[config.mk]
export PLATFORM = sky130hd
export DESIGN_NAME = mem_op_sequencer
export DESIGN_NICKNAME = d
export VERILOG_FILES = /design/src/rtl/mem_op_sequencer.sv
export SDC_FILE = /design/constraint.sdc
export NUM_CORES = 1
export LEC_CHECK = 0
export ABC_AREA = 1
export BUFFER_PORTS_ARGS = -buffer_cell sky130_fd_sc_hd__buf_2
export CORE_UTILIZATION = 50
export DETAILED_ROUTE_END_ITERATION = 8
export HOLD_SLACK_MARGIN = 0.03
export PLACE_DENSITY_LB_ADDON = 0.3
export RECOVER_POWER = 50
export SYNTH_ARGS = -nofsm -noshare
export SYNTH_HDL_FRONTEND = slang
export SYNTH_SLANG_ARGS = --single-unit
[constraint.sdc]
create_clock -name clk -period 2.45 [get_ports clk]
set_clock_uncertainty 0.2 [all_clocks]
set_input_delay 0.49 -clock clk [delete_from_list [all_inputs] [get_ports clk]]
set_output_delay 0.49 -clock clk [all_outputs]
set_load 0.02 [all_outputs]
[src/rtl/mem_op_sequencer.sv]
// Load/store sequencer: expands LD/ST/LDP/STP into per-cycle memory
// and register-file port activity, holding busy while in flight.
module mem_op_sequencer #(
  parameter int AW = 15,
  parameter int DW = 16,
  parameter int RW = 4
) (
  input  logic          clk,
  input  logic          rst_n,
  input  logic          req_valid,
  output logic          req_ready,
  input  logic [1:0]    req_op,
  input  logic [DW-1:0] req_addr,
  input  logic [RW-1:0] req_t,
  input  logic [DW-1:0] req_wd0,
  input  logic [DW-1:0] req_wd1,
  output logic [AW-1:0] mem_raddr,
  input  logic [DW-1:0] mem_rdata,
  output logic          mem_wen,
  output logic [AW-1:0] mem_waddr,
  output logic [DW-1:0] mem_wdata,
  output logic          reg_wen,
  output logic [RW-1:0] reg_waddr,
  output logic [DW-1:0] reg_wdata,
  output logic          busy,
  output logic          op_done
);

  typedef enum logic [2:0] {
    S_IDLE,
    S_RD_A,
    S_RD_B,
    S_WB_B,
    S_WB_A,
    S_WR_A,
    S_WR_B
  } state_t;

  state_t        r_state;
  logic          r_pair;
  logic [AW-1:0] r_a;
  logic [RW-1:0] r_t;
  logic [DW-1:0] r_d1;
  logic [AW-1:0] r_raddr;
  logic          r_mem_wen;
  logic [AW-1:0] r_waddr;
  logic [DW-1:0] r_wdata;
  logic          r_reg_wen;
  logic [RW-1:0] r_reg_waddr;
  logic          r_op_done;

  logic [AW-1:0] w_a;
  logic          w_accept;
  logic          w_unused;

  // Byte address in, word address out: bit 0 is dropped.
  assign w_a      = req_addr[AW:1];
  assign w_unused = req_addr[0];
  assign w_accept = req_valid && (r_state == S_IDLE);

  always_ff @(posedge clk or negedge rst_n) begin
    if (!rst_n) begin
      r_state     <= S_IDLE;
      r_pair      <= 1'b0;
      r_a         <= '0;
      r_t         <= '0;
      r_d1        <= '0;
      r_raddr     <= '0;
      r_mem_wen   <= 1'b0;
      r_waddr     <= '0;
      r_wdata     <= '0;
      r_reg_wen   <= 1'b0;
      r_reg_waddr <= '0;
      r_op_done   <= 1'b0;
    end else begin
      r_mem_wen <= 1'b0;
      r_reg_wen <= 1'b0;
      r_op_done <= 1'b0;
      unique case (r_state)
        S_IDLE: begin
          if (w_accept) begin
            r_pair <= req_op[1];
            r_a    <= w_a;
            r_t    <= req_t;
            r_d1   <= req_wd1;
            if (!req_op[0]) begin
              r_state <= S_RD_A;
              r_raddr <= w_a;
            end else begin
              r_state   <= S_WR_A;
              r_mem_wen <= 1'b1;
              r_waddr   <= w_a;
              r_wdata   <= req_wd0;
              r_op_done <= ~req_op[1];
            end
          end
        end
        S_RD_A: begin
          r_reg_wen   <= 1'b1;
          r_reg_waddr <= r_t;
          if (r_pair) begin
            r_state <= S_RD_B;
            r_raddr <= r_a + 1'b1;
          end else begin
            r_state   <= S_WB_A;
            r_op_done <= 1'b1;
          end
        end
        S_RD_B: begin
          r_state     <= S_WB_B;
          r_reg_wen   <= 1'b1;
          r_reg_waddr <= r_t + 1'b1;
          r_op_done   <= 1'b1;
        end
        S_WR_A: begin
          if (r_pair) begin
            r_state   <= S_WR_B;
            r_mem_wen <= 1'b1;
            r_waddr   <= r_a + 1'b1;
            r_wdata   <= r_d1;
            r_op_done <= 1'b1;
          end else begin
            r_state <= S_IDLE;
          end
        end
        S_WB_A,
        S_WB_B,
        S_WR_B: r_state <= S_IDLE;
        default: r_state <= S_IDLE;
      endcase
    end
  end

  assign req_ready = (r_state == S_IDLE);
  assign busy      = ~req_ready;
  assign mem_raddr = r_raddr;
  assign mem_wen   = r_mem_wen;
  assign mem_waddr = r_waddr;
  assign mem_wdata = r_wdata;
  assign reg_wen   = r_reg_wen;
  assign reg_waddr = r_reg_waddr;
  assign reg_wdata = mem_rdata;
  assign op_done   = r_op_done;

endmodule

-- Word-level counts from Yosys, hierarchy flattened
Index checks and enable logic that the tools add are counted.
- bitwise operators: 2
- equality and inequality tests: 8
- divide/modulo/power cells: 0
- add/sub/neg operators: 2
- mux-type cells: 26
- reduce and logical (&&, ||, !) cells: 9
- magnitude comparators: 0
- multiply operators: 0
- shifts and indexed selects: 0
- operators with widths (cell ; number):
    $mux W15 ; 5
    $pmux W15 S2 ; 2
    $mux W16 ; 3
    $pmux W16 S2 ; 1
    $add A15 B1 Y15 const B ; 1
    $mux W3 ; 4
    $pmux W3 S4 ; 1
    $pmux W4 S2 ; 1
    $reduce_and A4 Y1 ; 2
    $mux W1 ; 7
    $ne A2 B2 Y1 const B ; 3
    $reduce_bool A2 Y1 ; 3
    $add A4 B1 Y4 const B ; 1
    $ne A2 B1 Y1 const B ; 2
    $pmux W1 S4 ; 1
    $eq A3 B1 Y1 const B ; 1
    $eq A3 B2 Y1 const B ; 1
    $eq A3 B3 Y1 const B ; 1
    $logic_not A3 Y1 ; 1
    $not A1 Y1 ; 2
    $pmux W1 S2 ; 1
    $reduce_and A2 Y1 ; 1
    $reduce_or A2 Y1 ; 1
    $logic_and A1 B1 Y1 ; 1
- bits of input ports: 73
- flip-flop bits (word level): 92
- ROM bits: 0
- logic and storage cells: 59
- bits in writable memories: 0
- memories kept: 0
- output and inout bits: 71
- latch bits: 0

-- Logic depth before layout (Yosys ltp)
- depth in word-level cells: 4
- gate-level depth with buffers: 9
- gate-level depth less buffers: 8

-- Least setup slack after synthesis
No wires, ideal clock.
- path kind: flip-flop to flip-flop
- from: register r_state[0]
- to: register r_raddr[10] (netlist: mem_raddr[10])
- cell stages (with the launch flop): 10
- arrival: 1.456 ns
- data required time: 2.185 ns
- path slack: 0.729 ns
- clock period less this slack: 1.721 ns
- setup time: 0.065 ns
- path buffers: 2
- cell sequence: dfrtp_1 > nor2_4 > nand2_1 > inv_2 > nand2_2 > nand3_2 > buf_4 > buf_6 > nand2_1 > nand2_1
- word-level cells in the longest chain between the ends: 4
- elaborated cells between the ends (all ways): 9
- classes of those cells: eq/ne: 4; mux: 1; reduce/logical: 4
- ends and longest elaborated chain (item ; line ; source):
    start, declared ; 39 ; state_t r_state;
    start signal, assigned ; 63 ; r_state <= S_IDLE;
    start signal, assigned ; 87 ; r_state <= S_RD_A;
    start signal, assigned ; 90 ; r_state <= S_WR_A;
    $logic_not A3 Y1 * ; -- ;
    via req_ready ; 11 ; output logic req_ready,
    $logic_and A1 B1 Y1 ; 59 ; assign w_accept = req_valid && (r_state == S_IDLE);
    $ne A2 B1 Y1 (no source line) ; -- ;
    $reduce_and A4 Y1 (no source line) ; -- ;
    end signal, assigned ; 88 ; r_raddr <= w_a;
    end signal, assigned ; 103 ; r_raddr <= r_a + 1'b1;
    end, declared ; 44 ; logic [AW-1:0] r_raddr;
The timed path passes the listed nets; every way through them passes the cells marked *.
A chain may end at the register's enable or synchronous reset.

-- Worst setup path in the final report
- from: register r_state[2]
- to: register r_reg_waddr[2] (netlist: reg_waddr[2])
- word-level cells in the longest chain between the ends: 2
- elaborated cells between the ends (all ways): 4
- classes of those cells: eq/ne: 2; mux: 1; reduce/logical: 1
- ends and longest elaborated chain (item ; line ; source):
    $eq A3 B2 Y1 / $eq A3 B1 Y1 (equally long branches) ; 79 ; unique case (r_state)
    $pmux W4 S2 / $reduce_bool A2 Y1 (equally long branches) ; -- ;
    end signal, assigned ; 100 ; r_reg_waddr <= r_t;
    end signal, assigned ; 112 ; r_reg_waddr <= r_t + 1'b1;
    end, declared ; 49 ; logic [RW-1:0] r_reg_waddr;
Several ways; a longest one is shown, not always the timed one.

==> out/metrics.csv <==
metric;value;unit
cp-start-kind;flop;
cts_buffers;9;
ios;144;
grt-ovfl-total;0;
h-tree-depth;3;
cts_buffer_depth;2;
cp_top_family;buffers and inverters;
n_antenna_cell;0;
synth_top_area_share;49.88;%
synthAdderAreaFrac;0.5422;%
synth-seq-cells;92;
holdPathStages;3;
drtPass1Iterations;7;
final_cells;786;
finalMaxSlewViolations;0;
ys_types;26;
p_leak;2.851;nW
outcome;finished with violations;
synth.net_count;658;
post-route-cell-area;0.005278;sq mm
finalNetCount;749;
worstPathArrival;2.07;ns
seq_area_frac_synth;49.88;%
reg2reg_setup_slack;0.41;ns
synthTopCellsByArea;dfrtp_1, nand2_1, o21ai_0;
cts_root_buffer;clkbuf_8;
synth_compound_area_share;9.759;%
die_h;98.08;um
multi_input_area;0.001813;sq mm
antenna_found_initial;0;
final_common_cell;nand2_1;
grt_pass1_wl;18080;um
cts_sinks;92;
wl_per_cell;13.57;um
irDropWorstVdd;743.9;uV
hold_end;r_t[2]$_DFFE_PN0P_;
cp.required;2.48;ns
grt_pass1_vias;3847;
fillerInstances;831;
yosys.area_share.simple;28.22;%
path_max_fanout;13;
first_iter_violations;219;
finalCriticalPeriod;2.036;ns
reg2reg_depth;6;
relSlewSlack;42.17;%
coreArea;0.008848;sq mm
die_area;0.009620;sq mm
syn2layout_area_growth;14.34;%
power;0.006795;W
die_w;98.08;um
ys.warnings.count;0;
synthXorXnorAreaFrac;0.7590;%
violations;DRC;
muxShareOfSynthArea;0;%
dp_hpwl;7705;um
clock_latency;0.35;ns
placed_cell_area;0.005105;sq mm
cts_tree;yes;
worst_path_largest_cell_delay;0.56;ns
setup_viol;0;
power.density;1287;mW/mm^2
port_buffers;110;
register_area;0.002302;sq mm
routed_via_density;5.139;
setup_tns;0;ns
routabilityCongestion;0.9242;
timing.fmax;0.4911;GHz
drv_cap;0;
fp-row-count;34;
hold_start;req_t[2];
wirelength;10660;um
rsz0062_at_grt;no;
track_usage;23.51;%
vias;4039;
antenna_left;0;
synthCells;583;
crit_type;reg -> reg;
slowest_stage;clkbuf_1;
mostFrequentLayoutCells;nand2_1, buf_2, dfrtp_1;
initial_utilization;52.16;%
drive_above_1_share;21.24;%
synth_area_leader_cell;dfrtp_1;
hold_violations;0;
synth_top_family_by_area;simple AND/OR/NAND/NOR gates;
setup_ws;0.4138;ns
worst_pin_slew;0.8675;ns
min_period_over_period;83.11;%
synth.avg_cell_area;7.917;sq um
hold_class;in -> reg;
r2r_end;reg_waddr[2]$_DFFE_PN0P_;
clk_pin_slew;0.09;ns
grt_max_degree;60;
path_buf_inv;2;
r2r_start;r_state[2]$_DFFE_PN0P_;
synthesis.area;0.004616;sq mm
end_kind;flop;
drc;6;
dp.cells;770;
path_cells;inv_1 -> nand3_2 -> clkbuf_1 -> nand2_1 -> nand3_1 -> o211ai_1;
pre_cts_ws;0.4045;ns
-- cells in the mapped netlist --
library cell and count:
o21ai_0 41, nand4_1 7, xor2_1 4, nor2_1 18, nand3b_1 2, buf_4 18, nand3_1 40, nand2_1 233
nand2_4 2, o211ai_1 22, or2_2 1, nor2_4 2, dfrtp_1 92, o21bai_1 2, ha_1 2, buf_2 10
a21boi_1 3, a21boi_0 3, buf_6 6, nand3_2 2, inv_2 8, nand2_2 2, clkbuf_1 5, inv_1 53
nand3_4 1, a21oi_1 4
-- metal layers --
metal  wire [um]  global-route usage (%)
met1        4845                   32.20
met2        4856                   37.92
met3         734                   4.653
met4         227                   6.993
met5           0                       0
-- state kept, by name, summed over array words and instances, names as in the netlist --
signal and flops:
reg_wen 1, mem_waddr 15, mem_raddr 15, reg_waddr 4, r_a 15, r_pair 1, mem_wdata 16, r_d1 16
r_t 4, r_state 3, op_done 1, mem_wen 1
-- cell families (layout without fill, tap and decap cells) --
kind of cell / Yosys count / after routing
and+or+nand+nor: 310 / 310
buffers and inverters: 100 / 195
DFF: 92 / 92
AOI/OAI and AO/OA: 75 / 75
xor gates and xnor gates: 4 / 4
adders and majority gates: 2 / 2
-- final cells by class --
cell class                      instances  share of cell area [%]
Multi-Input combinational cell        391                   34.35
Timing Repair Buffer                  119                   11.59
Sequential cell                        92                   43.62
Tap cell                              108                   2.560
Clock inverter                          3                  0.4030
Clock buffer                           12                   3.129
Inverter                               61                   4.339
-- through the flow --
stage,hold slack [ns],util (%)
finish,0.1307,59.64
CTS,0.1293,59.91
global placement,0.2592,57.69
floorplan,-0.005591,-
detailed placement,0.2599,57.69
global route,0.1347,59.64
-- how the worst max path moves through the flow --
stage / from / to / slack (ns) / cells after the start
finish: r_state[2]$_DFFE_PN0P_ / reg_waddr[2]$_DFFE_PN0P_ / 0.41 / 6
global route: rst_n / r_a[3]$_DFFE_PN0P_ / 0.23 / 3
CTS: r_state[0]$_DFFE_PN0P_ / req_ready / 0.42 / 4
detailed placement: req_valid / mem_waddr[10]$_DFFE_PN0P_ / 0.40 / 8
global placement: req_valid / mem_waddr[4]$_DFFE_PN0P_ / 0.47 / 8
floorplan: r_state[0]$_DFFE_PN0P_ / mem_raddr[10]$_DFFE_PN0P_ / 0.73 / 9
-- tightest hold or removal path, delay by kind of cell --
| family | cells | cell delay, ns |
|---|---|---|
| buf+inv | 1 | 0.08 |
| simple gates | 2 | 0.08 |
-- repair_timing --
item                                   in CTS  in global routing
setup buffers                               0                  0
resized for setup                           0                  0
endpoints found under the hold margin      33                  0
hold buffers                                1                  0
setup endpoints to repair                   0                  0
-- power by group --
group | switching [W] | total (W) | internal [W]
clock | 0.000522 | 0.000969 | 0.000447
sequential | 0.000422 | 0.00267 | 0.00225
combinational | 0.00214 | 0.00316 | 0.00102
total | 0.00308 | 0.00679 | 0.00371
No activity file was read; power rests on OpenSTA's default activity.
